File: src/rtl/tfe_pkg.sv
`default_nettype none
// ============================================================================
// Package     : tfe_pkg
// Description : Shared types and constants for the TFE stimulus generator
//               and its LFSR: default widths, flow-ID mode codes, FSM state
//               encoding and the Galois LFSR polynomial with its step function.
// Revision    : 1.0 - initial release
// ============================================================================
package tfe_pkg;

  localparam int TUPLE_W_DEF = 104;
  localparam int FEAT_W_DEF  = 256;

  // Flow-ID generation modes
  localparam logic [1:0] MODE_SEQ   = 2'd0;
  localparam logic [1:0] MODE_WRAP  = 2'd1;
  localparam logic [1:0] MODE_LFSR  = 2'd2;
  localparam logic [1:0] MODE_CONST = 2'd3;

  typedef enum logic [1:0] {
    ST_IDLE = 2'd0,
    ST_SEND = 2'd1,
    ST_GAP  = 2'd2,
    ST_DONE = 2'd3
  } state_e;

  // x^32 + x^22 + x^2 + x + 1, right-shifting Galois form
  localparam logic [31:0] LFSR_TAPS = 32'h8020_0003;

  function automatic logic [31:0] lfsr_next(input logic [31:0] s);
    return {1'b0, s[31:1]} ^ (s[0] ? LFSR_TAPS : 32'h0000_0000);
  endfunction

endpackage
`default_nettype wire

File: src/rtl/tfe_lfsr.sv
`default_nettype none
// ============================================================================
// Module      : tfe_lfsr
// Description : 32-bit Galois LFSR with synchronous seed load and advance
//               enable. Load has priority over advance.
// Ports       : clk, rst     - clock, synchronous active-high reset (-> SEED)
//               i_load       - reload SEED next cycle
//               i_adv        - step the register one position
//               o_state      - current register contents
// Revision    : 1.0 - initial release
// ============================================================================
module tfe_lfsr
  import tfe_pkg::*;
#(
  parameter logic [31:0] SEED = 32'hACE1_2468
) (
  input  logic        clk,
  input  logic        rst,
  input  logic        i_load,
  input  logic        i_adv,
  output logic [31:0] o_state
);

  logic [31:0] state_q;
  logic [31:0] state_d;

  always_comb begin
    state_d = state_q;
    if (i_load) begin
      state_d = SEED;
    end else if (i_adv) begin
      state_d = lfsr_next(state_q);
    end
  end

  always_ff @(posedge clk) begin
    if (rst) begin
      state_q <= SEED;
    end else begin
      state_q <= state_d;
    end
  end

  assign o_state = state_q;

endmodule
`default_nettype wire

File: src/rtl/tfe_stim_gen.sv
`default_nettype none
// ============================================================================
// Module      : tfe_stim_gen
// Description : Packet-stimulus generator for the hash TFE. Emits a programmed
//               number of bursts of 5-tuple/feature packets separated by idle
//               gaps, honouring downstream valid/ready backpressure.
// Ports       : clk, rst            - clock, synchronous active-high reset
//               cfg_start/cfg_abort - run control (abort has priority)
//               cfg_*               - run configuration, latched on start
//               o_tuple/o_raw_feature/o_valid, i_ready - packet stream
//               o_busy, o_done, o_pkt_cnt             - run status
// Revision    : 1.0 - initial release
// ============================================================================
module tfe_stim_gen
  import tfe_pkg::*;
#(
  parameter int          TUPLE_W   = TUPLE_W_DEF,
  parameter int          FEAT_W    = FEAT_W_DEF,
  parameter int          CNT_W     = 16,
  parameter logic [31:0] LFSR_SEED = 32'hACE1_2468
) (
  input  logic                 clk,
  input  logic                 rst,
  input  logic                 cfg_start,
  input  logic                 cfg_abort,
  input  logic [1:0]           cfg_mode,
  input  logic [7:0]           cfg_num_bursts,
  input  logic [CNT_W-1:0]     cfg_burst_len,
  input  logic [CNT_W-1:0]     cfg_gap_len,
  input  logic [CNT_W-1:0]     cfg_flow_mod,
  input  logic [TUPLE_W-1:0]   cfg_flow_base,
  input  logic [FEAT_W-1:0]    cfg_feature,
  output logic [TUPLE_W-1:0]   o_tuple,
  output logic [FEAT_W-1:0]    o_raw_feature,
  output logic                 o_valid,
  input  logic                 i_ready,
  output logic                 o_busy,
  output logic                 o_done,
  output logic [CNT_W+8-1:0]   o_pkt_cnt
);

  localparam int PC_W = CNT_W + 8;

  state_e               state_q,   state_d;
  logic [1:0]           mode_q,    mode_d;
  logic [7:0]           nb_q,      nb_d;
  logic [CNT_W-1:0]     bl_q,      bl_d;
  logic [CNT_W-1:0]     gl_q,      gl_d;
  logic [CNT_W-1:0]     fm_q,      fm_d;
  logic [TUPLE_W-1:0]   base_q,    base_d;
  logic [FEAT_W-1:0]    feat_q,    feat_d;
  logic [PC_W-1:0]      pkt_cnt_q, pkt_cnt_d;
  logic [CNT_W-1:0]     idx_q,     idx_d;
  logic [7:0]           burst_q,   burst_d;
  logic [CNT_W-1:0]     gap_cnt_q, gap_cnt_d;
  logic [CNT_W-1:0]     wrap_q,    wrap_d;
  logic                 done_q,    done_d;

  logic                 lfsr_load;
  logic                 lfsr_adv;
  logic [31:0]          lfsr_state;

  logic [CNT_W-1:0]     idx_inc;
  logic [CNT_W-1:0]     wrap_inc;
  logic [7:0]           burst_inc;
  logic [TUPLE_W-1:0]   tuple_off;

  tfe_lfsr #(
    .SEED (LFSR_SEED)
  ) u_lfsr (
    .clk     (clk),
    .rst     (rst),
    .i_load  (lfsr_load),
    .i_adv   (lfsr_adv),
    .o_state (lfsr_state)
  );

  assign idx_inc   = idx_q + CNT_W'(1);
  assign wrap_inc  = wrap_q + CNT_W'(1);
  assign burst_inc = burst_q + 8'd1;

  always_comb begin
    state_d   = state_q;
    mode_d    = mode_q;
    nb_d      = nb_q;
    bl_d      = bl_q;
    gl_d      = gl_q;
    fm_d      = fm_q;
    base_d    = base_q;
    feat_d    = feat_q;
    pkt_cnt_d = pkt_cnt_q;
    idx_d     = idx_q;
    burst_d   = burst_q;
    gap_cnt_d = gap_cnt_q;
    wrap_d    = wrap_q;
    done_d    = 1'b0;
    lfsr_load = 1'b0;
    lfsr_adv  = 1'b0;

    if (cfg_abort) begin
      state_d = ST_IDLE;
    end else begin
      unique case (state_q)
        ST_IDLE: begin
          if (cfg_start) begin
            mode_d    = cfg_mode;
            nb_d      = cfg_num_bursts;
            bl_d      = cfg_burst_len;
            gl_d      = cfg_gap_len;
            // A zero modulus behaves as a single flow
            fm_d      = (cfg_flow_mod == '0) ? CNT_W'(1) : cfg_flow_mod;
            base_d    = cfg_flow_base;
            feat_d    = cfg_feature;
            pkt_cnt_d = '0;
            idx_d     = '0;
            burst_d   = '0;
            gap_cnt_d = '0;
            wrap_d    = '0;
            lfsr_load = 1'b1;
            if ((cfg_num_bursts == 8'd0) || (cfg_burst_len == '0)) begin
              state_d = ST_DONE;
            end else begin
              state_d = ST_SEND;
            end
          end
        end

        ST_SEND: begin
          if (i_ready) begin
            pkt_cnt_d = pkt_cnt_q + PC_W'(1);
            lfsr_adv  = 1'b1;
            wrap_d    = (wrap_inc == fm_q) ? '0 : wrap_inc;
            if (idx_inc == bl_q) begin
              burst_d = burst_inc;
              idx_d   = '0;
              if (burst_inc == nb_q) begin
                state_d = ST_DONE;
              end else if (gl_q != '0) begin
                gap_cnt_d = '0;
                state_d   = ST_GAP;
              end
            end else begin
              idx_d = idx_inc;
            end
          end
        end

        ST_GAP: begin
          // Only entered with a nonzero gap length
          if (gap_cnt_q == (gl_q - CNT_W'(1))) begin
            gap_cnt_d = '0;
            idx_d     = '0;
            state_d   = ST_SEND;
          end else begin
            gap_cnt_d = gap_cnt_q + CNT_W'(1);
          end
        end

        ST_DONE: begin
          // Completion pulse lands in the first IDLE cycle, when busy is low
          done_d  = 1'b1;
          state_d = ST_IDLE;
        end

        default: state_d = ST_IDLE;
      endcase
    end
  end

  always_ff @(posedge clk) begin
    if (rst) begin
      state_q   <= ST_IDLE;
      mode_q    <= MODE_SEQ;
      nb_q      <= '0;
      bl_q      <= '0;
      gl_q      <= '0;
      fm_q      <= CNT_W'(1);
      base_q    <= '0;
      feat_q    <= '0;
      pkt_cnt_q <= '0;
      idx_q     <= '0;
      burst_q   <= '0;
      gap_cnt_q <= '0;
      wrap_q    <= '0;
      done_q    <= 1'b0;
    end else begin
      state_q   <= state_d;
      mode_q    <= mode_d;
      nb_q      <= nb_d;
      bl_q      <= bl_d;
      gl_q      <= gl_d;
      fm_q      <= fm_d;
      base_q    <= base_d;
      feat_q    <= feat_d;
      pkt_cnt_q <= pkt_cnt_d;
      idx_q     <= idx_d;
      burst_q   <= burst_d;
      gap_cnt_q <= gap_cnt_d;
      wrap_q    <= wrap_d;
      done_q    <= done_d;
    end
  end

  // Tuple offset derives from counters that only move on a transfer, so the
  // presented tuple is stable while stalled. The packet count equals the
  // global packet index since it cannot wrap within one run.
  always_comb begin
    tuple_off = '0;
    unique case (mode_q)
      MODE_SEQ:  tuple_off = TUPLE_W'(pkt_cnt_q);
      MODE_WRAP: tuple_off = TUPLE_W'(wrap_q);
      MODE_LFSR: tuple_off = TUPLE_W'(lfsr_state);
      default:   tuple_off = '0;
    endcase
  end

  assign o_valid       = (state_q == ST_SEND);
  assign o_tuple       = base_q + tuple_off;
  assign o_raw_feature = o_valid ? feat_q : '0;
  assign o_busy        = (state_q != ST_IDLE);
  assign o_done        = done_q;
  assign o_pkt_cnt     = pkt_cnt_q;

endmodule
`default_nettype wire

File: config.mk
export PLATFORM = sky130hd
export DESIGN_NAME = tfe_stim_gen
export DESIGN_NICKNAME = d
export VERILOG_FILES = /design/src/rtl/tfe_pkg.sv /design/src/rtl/tfe_lfsr.sv /design/src/rtl/tfe_stim_gen.sv
export SDC_FILE = /design/constraint.sdc
export NUM_CORES = 1
export LEC_CHECK = 0
export CAP_MARGIN = 20
export CORE_AREA = 2 2 312 314
export DETAILED_ROUTE_END_ITERATION = 6
export DIE_AREA = 0 0 314 316
export PLACE_DENSITY_LB_ADDON = 0.08
export SLEW_MARGIN = 20
export SYNTH_ARGS = -nofsm -noshare
export SYNTH_HDL_FRONTEND = slang
export SYNTH_HIERARCHICAL = 1
export SYNTH_SLANG_ARGS = --single-unit
export TNS_END_PERCENT = 100
File: constraint.sdc
create_clock -name clk -period 4.68 [get_ports clk]
set_input_delay 0.702 -clock clk [delete_from_list [all_inputs] [get_ports clk]]
set_output_delay 0.702 -clock clk [all_outputs]
set_load 0.005 [all_outputs]
; After elaboration in Yosys (flattened, before gate mapping)
; Cells that the tools add are included.
; W data, S select, Z words.
[totals]
output_inout_bits = 387
reg_bits = 533
elab_cells = 98
[op_classes]
reduce_logical = 18
muxes = 40
addsub = 7
eq_ne = 16
n_bitwise = 2
[ops]
columns = operator, count
row1 = $mux W256, 1
row2 = $mux W16, 12
row3 = $add A104 B104 Y104, 1
row4 = $pmux W16 S3, 2
row5 = $pmux W32 S3, 1
row6 = $add A16 B1 Y16 const B, 3
row7 = $eq A16 B16 Y1, 3
row8 = $mux W24, 2
row9 = $pmux W24 S2, 1
row10 = $logic_not A16 Y1, 2
row11 = $mux W32, 1
row12 = $pmux W16 S2, 1
row13 = $xor A31 B32 Y32, 1
row14 = $add A24 B1 Y24 const B, 1
row15 = $mux W8, 3
row16 = $pmux W8 S2, 1
row17 = $reduce_bool A16 Y1, 1
row18 = $sub A16 B1 Y16 const B, 1
row19 = $reduce_and A5 Y1, 3
row20 = $mux W2, 7
row21 = $add A8 B1 Y8 const B, 1
row22 = $eq A8 B8 Y1, 1
row23 = $logic_not A8 Y1, 1
row24 = $pmux W2 S4, 1
row25 = other kinds (15), 31

; Longest topological paths before layout
[depth]
word_depth = 6
mapped_depth = 16

; Cells and area by module
; The synthesis kept the hierarchy.
[modules_own_cells]
columns = module, area_each_um2, cells_each, seq_area_each_um2, instances
row1 = tfe_stim_gen, 23993.0, 2607, 10029.6, 1
row2 = tfe_lfsr, 1186.1, 108, 640.6, 1

; Least setup slack after synthesis
; Ideal clock, no wire load.
[synth_timing]
kind = register -> output
startpoint = reg mode_q[0]
endpoint = out o_tuple[99]
stages_incl_launch_ff = 16
t_required_ps = 3978
slack_ps = 219
t_arrival_ps = 3759
cell_sequence = dfxtp_1 -> clkbuf_1 -> clkbuf_1 -> mux2i_1 -> o21ai_0 -> ha_1 -> clkbuf_1 -> a21oi_1 -> o21ai_0 -> a21oi_1 -> o211ai_1 -> a21oi_1 -> o31a_1 -> clkbuf_1 -> nor4_1 -> xor2_1
[synth_between]
elab_chain_len = 3
elab_cells_between_ends = 5
classes_between = 1 x add/sub / 2 x eq/ne / 1 x mux / 1 x reduce/logical
[synth_lines]
columns = element, line_no
row1 = start: declaration, tfe_stim_gen.sv:45  ; logic [1:0] mode_q, mode_d;
row2 = start signal: assignment, tfe_stim_gen.sv:188  ; mode_q <= mode_d;
row3 = "$eq A2 B2 Y1, or another cell as far along", tfe_stim_gen.sv:209  ; unique case (mode_q)
row4 = $pmux W32 S3 *, tfe_stim_gen.sv:209
row5 = $add A104 B104 Y104 *, tfe_stim_gen.sv:218  ; assign o_tuple = base_q + tuple_off;
row6 = end: declaration, tfe_stim_gen.sv:33  ; output logic [TUPLE_W-1:0] o_tuple,
; Mark *: on every way between the ends. The rest lies on a longest branch, timed or not.

; Final worst setup path
[layout_timing]
startpoint = reg mode_q[0]
endpoint = out o_tuple[39]
; The elaborated chain is that of the path after synthesis.

==> results.md <==
- Synth Area in Adders: 1.97%
- Number of enable flip-flop cells after synthesis: 0
- Power per cell area: 307 nW/um^2
- Clock latency on the worst-skew pair: 0.62 ns
- Highest ir drop seen on vdd: 0.000218 V
- Worst-case clock skew: 0.0143 ns
- Post-route cell area: 39000 sq um
- Starting density of the core: 26.2%
- Die outline area: 99200 sq um
- Clock Path Buffers: 3
- Crit path launch type: flip-flop
- Cell mode on critical path: sky130_fd_sc_hd__buf_6
- Number of port buffers: 809
- Share of flip-flops with an asynchronous set or reset after synthesis: 0%
- Sort of element at the end of the critical path: primary output
- Filler cells: 9416
- Row count: 114
- Warnings, synthesis: 6
- Drt initial violations: 1567
- Tightest Pin Transition: 1.18 ns
- Number of distinct standard cells referenced by the synthesized netlist: 80
- Met2 usage in global routing: 40.2%
- Post-synth net total: 3177
- Vias per Instance: 5.07
- Number of optimization iterations in the first detailed-route pass: 7
- Antenna violations before repair: 43
- Number of design rule violations left after detail routing: 0
- Total area of multi-input combinational cells: 14600 sq um
- Multiplexer area fraction after synthesis: 2.55%
- Category of cells accounting for the largest share of critical-path delay: compound AO/OA/AOI/OAI gates
- Count of H-tree levels built during CTS: 3
- Dominant register cell in the synthesized netlist: sky130_fd_sc_hd__dfxtp_1
- Register area share after synthesis: 42.4%
- Pin count of the biggest net entering global routing: 126
- M3 GR Usage: 8.05%
- Core area: 96000 sq um
- Max stage delay on crit path: 0.41 ns
- Footprint of the flip-flops and latches: 10700 sq um
- Die Height: 316 microns
- Ports placed on the boundary: 810
- Clock tree from TritonCTS: built
- Global routing's busiest layer: met2
- Worst path bufs/invs: 6
- Simple-gate share of the synthesized area: 20.5%
- Post-Route WL: 126000 microns
- Detail Route Antenna Nets: 0
- Number of pins with negative max-slew slack in the final report: 0
- Global route overflow: 0
- Wirelength per Cell: 25.5 microns
- Number of global-route vias before repair: 24600
- CP max-delay cell: sky130_fd_sc_hd__o31a_4
- P_leak: 0.0155 uW
- Class of the most critical hold timing path: flip-flop to flip-flop
- Fraction of layout cells with a size suffix above 1: 14.5%
- Largest fanout on the critical path: 8
- Combinational family with the most area after synthesis: compound AO/OA/AOI/OAI gates
- Layout area overhead: 54.9%
- Met1 routing resource usage after global routing: 29.9%
- Final Critical Period: 4.83 ns
- Run status: finished with violations
- Failing checks: negative setup slack
- Number of hold violations in the final report: 0
- Final setup slack of the worst path: -0.152 ns
- Synthesized area divided by synthesized cell count: 9.27 sq um
- Global-route wire length before repair: 176000 microns
- Vias: 24900
- Post-route fraction of the period consumed by the critical path: 103%
- Nets: 4040
- RSZ-0062 raised after global routing: yes
- Total standard cell area after synthesis: 25200 sq um
- Synth Area in Compound Gates: 22.1%
- Clock root buffer: sky130_fd_sc_hd__clkbuf_16
- CP cell instances: buf_12 > buf_6 > mux2i_2 > o21ai_2 > ha_4 > a211oi_4 > o211ai_1 > nand4b_1 > o211ai_1 > a21oi_2 > o31a_4 > buf_6 > buf_6 > nor4b_4 > buf_4 > xor2_1 > buf_2
- Die width: 314 microns
- RePlAce Congestion: 0.916
- Maximum capacitance violations: 0
- Max Clk Rate: 207 MHz
- Worst Setup Path Type: flip-flop to primary output
- Arrival time reported for the critical path endpoint: 4.13 ns
- Required time of the critical path: 3.98 ns
- FF+latch count, synth: 533
- Clock buffers created by TritonCTS: 70
- All-Layer GR Usage: 24.1%
- Relative slew slack: 20.8%
- HPWL after DPL: 96600 microns
- Clock transition at the registers of the reported paths: 0.06 ns
- Placed Instance Area: 35100 sq um
- Overall power consumption: 12000 uW
- Final setup viols: 35
- Total number of clock tree sinks: 533
- Synthesized instance count: 2715
- Xor and xnor fraction of the mapped netlist area: 6.82%
## cells by family (layout without fill, tap and decap cells)
group,count (synthesis),after routing
adder cells (fa/ha/maj),39,39
other,0,11
AO/OA/AOI/OAI,717,717
flip-flops,533,533
AND/OR/NAND/NOR,942,942
buffers and inverters,227,1142
multiplexers,64,64
XOR/XNOR,193,193
## through the flow
step | util (%) | cells | worst slack (ns) | setup TNS (ns) | hold slack, ns
final | 40.6 | 4917 | -0.152 | -1.97 | 0.467
after detailed placement | 36.5 | 4715 | -0.0345 | -0.0674 | 0.456
after global placement | 36.5 | 4715 | -0.0719 | -0.479 | 0.452
after CTS | 39.9 | 4879 | -0.139 | -1.61 | 0.471
after floorplan | - | 2715 | 0.219 | 0 | 0.441
after global routing | 40.6 | 4912 | -0.350 | -11.53 | 0.480
## metal layers
layer  wire, microns  share of wire (%)  up-vias
met3           10700                8.5      187
met2           59800                 48      896
met4            2290                1.8       50
met1           52500                 42    12200
met5             328               0.26        -
li1                -                  -    11700
## cell usage in the layout (no fill, tap or decap), types with 20 or more instances in the layout
cell	Yosys	final
sky130_fd_sc_hd__xnor2_1	117	104
sky130_fd_sc_hd__clkbuf_16	0	72
sky130_fd_sc_hd__buf_2	14	53
sky130_fd_sc_hd__o21ai_1	9	20
sky130_fd_sc_hd__nand4_1	53	53
sky130_fd_sc_hd__o21ai_0	81	62
sky130_fd_sc_hd__and2_1	279	273
sky130_fd_sc_hd__clkdlybuf4s50_1	0	727
sky130_fd_sc_hd__a22o_1	419	419
sky130_fd_sc_hd__buf_6	5	25
sky130_fd_sc_hd__inv_1	32	30
sky130_fd_sc_hd__xor2_1	74	72
sky130_fd_sc_hd__and3_1	42	37
sky130_fd_sc_hd__buf_4	2	127
sky130_fd_sc_hd__buf_12	0	21
sky130_fd_sc_hd__nor2_1	138	127
sky130_fd_sc_hd__a21o_1	20	20
sky130_fd_sc_hd__nand3_1	88	75
sky130_fd_sc_hd__nor3_1	47	35
sky130_fd_sc_hd__nor4_1	32	24
sky130_fd_sc_hd__ha_1	38	23
sky130_fd_sc_hd__a21oi_1	74	63
sky130_fd_sc_hd__nand2_1	152	144
sky130_fd_sc_hd__dfxtp_1	533	531
sky130_fd_sc_hd__mux2i_1	63	54
## area by class of cell
cell class | count | share of cell area [%]
clock inverters | 29 | 1.06
clock buffers | 95 | 5.12
flip-flops and latches | 533 | 27.4
multi-input cells | 1955 | 37.5
diodes | 11 | 0.0706
inverters | 32 | 0.321
repair buffers | 986 | 24.5
well taps | 1276 | 4.09
## state kept, by name, summed over array words and instances (netlist names), 8 cells and up
register / count
feat_q: 256
base_q: 104
u_lfsr/o_state: 32
o_pkt_cnt: 24
bl_q: 16
fm_q: 16
gap_cnt_q: 16
gl_q: 16
idx_q: 16
wrap_q: 16
burst_q: 8
nb_q: 8
## worst paths after layout
path                  end  slack [ns]  cells after the start       start
max           o_tuple[39]       -0.15                     17   mode_q[0]
min            feat_q[52]        0.47                      1  feat_q[52]
max reg2reg  gap_cnt_q[1]        0.94                      9    idx_q[0]
min reg2reg    feat_q[52]        0.47                      1  feat_q[52]
## synthesized netlist by cell type, types with 17 or more instances
cell type	instances	area (sq um)
sky130_fd_sc_hd__a21o_1	20	150
sky130_fd_sc_hd__a21oi_1	74	370
sky130_fd_sc_hd__a22o_1	419	3670
sky130_fd_sc_hd__a31oi_1	17	106
sky130_fd_sc_hd__and2_1	279	1750
sky130_fd_sc_hd__and3_1	42	263
sky130_fd_sc_hd__clkbuf_1	168	631
sky130_fd_sc_hd__dfxtp_1	533	10700
sky130_fd_sc_hd__ha_1	38	475
sky130_fd_sc_hd__inv_1	32	120
sky130_fd_sc_hd__mux2i_1	63	631
sky130_fd_sc_hd__nand2_1	152	571
sky130_fd_sc_hd__nand3_1	88	440
sky130_fd_sc_hd__nand4_1	53	332
sky130_fd_sc_hd__nor2_1	138	518
sky130_fd_sc_hd__nor3_1	47	235
sky130_fd_sc_hd__nor4_1	32	200
sky130_fd_sc_hd__o21ai_0	81	405
sky130_fd_sc_hd__xnor2_1	117	1020
sky130_fd_sc_hd__xor2_1	74	648
## timing repair
action,4_1_cts,5_1_grt
buffers inserted,36,29
hold buffers,0,0
endpoints found under the setup margin,87,80
pin swaps,73,89
gates resized for setup,359,164
gates cloned,5,2
## power by group
group	total, uW	switching, uW	leakage [uW]	internal (uW)
sequential	4910	183	0.00435	4730
combinational	1340	597	0.00996	743
clock	5730	2280	0.00119	3450
total	12000	3060	0.0155	8930
Power figures use the tool's default switching activity.
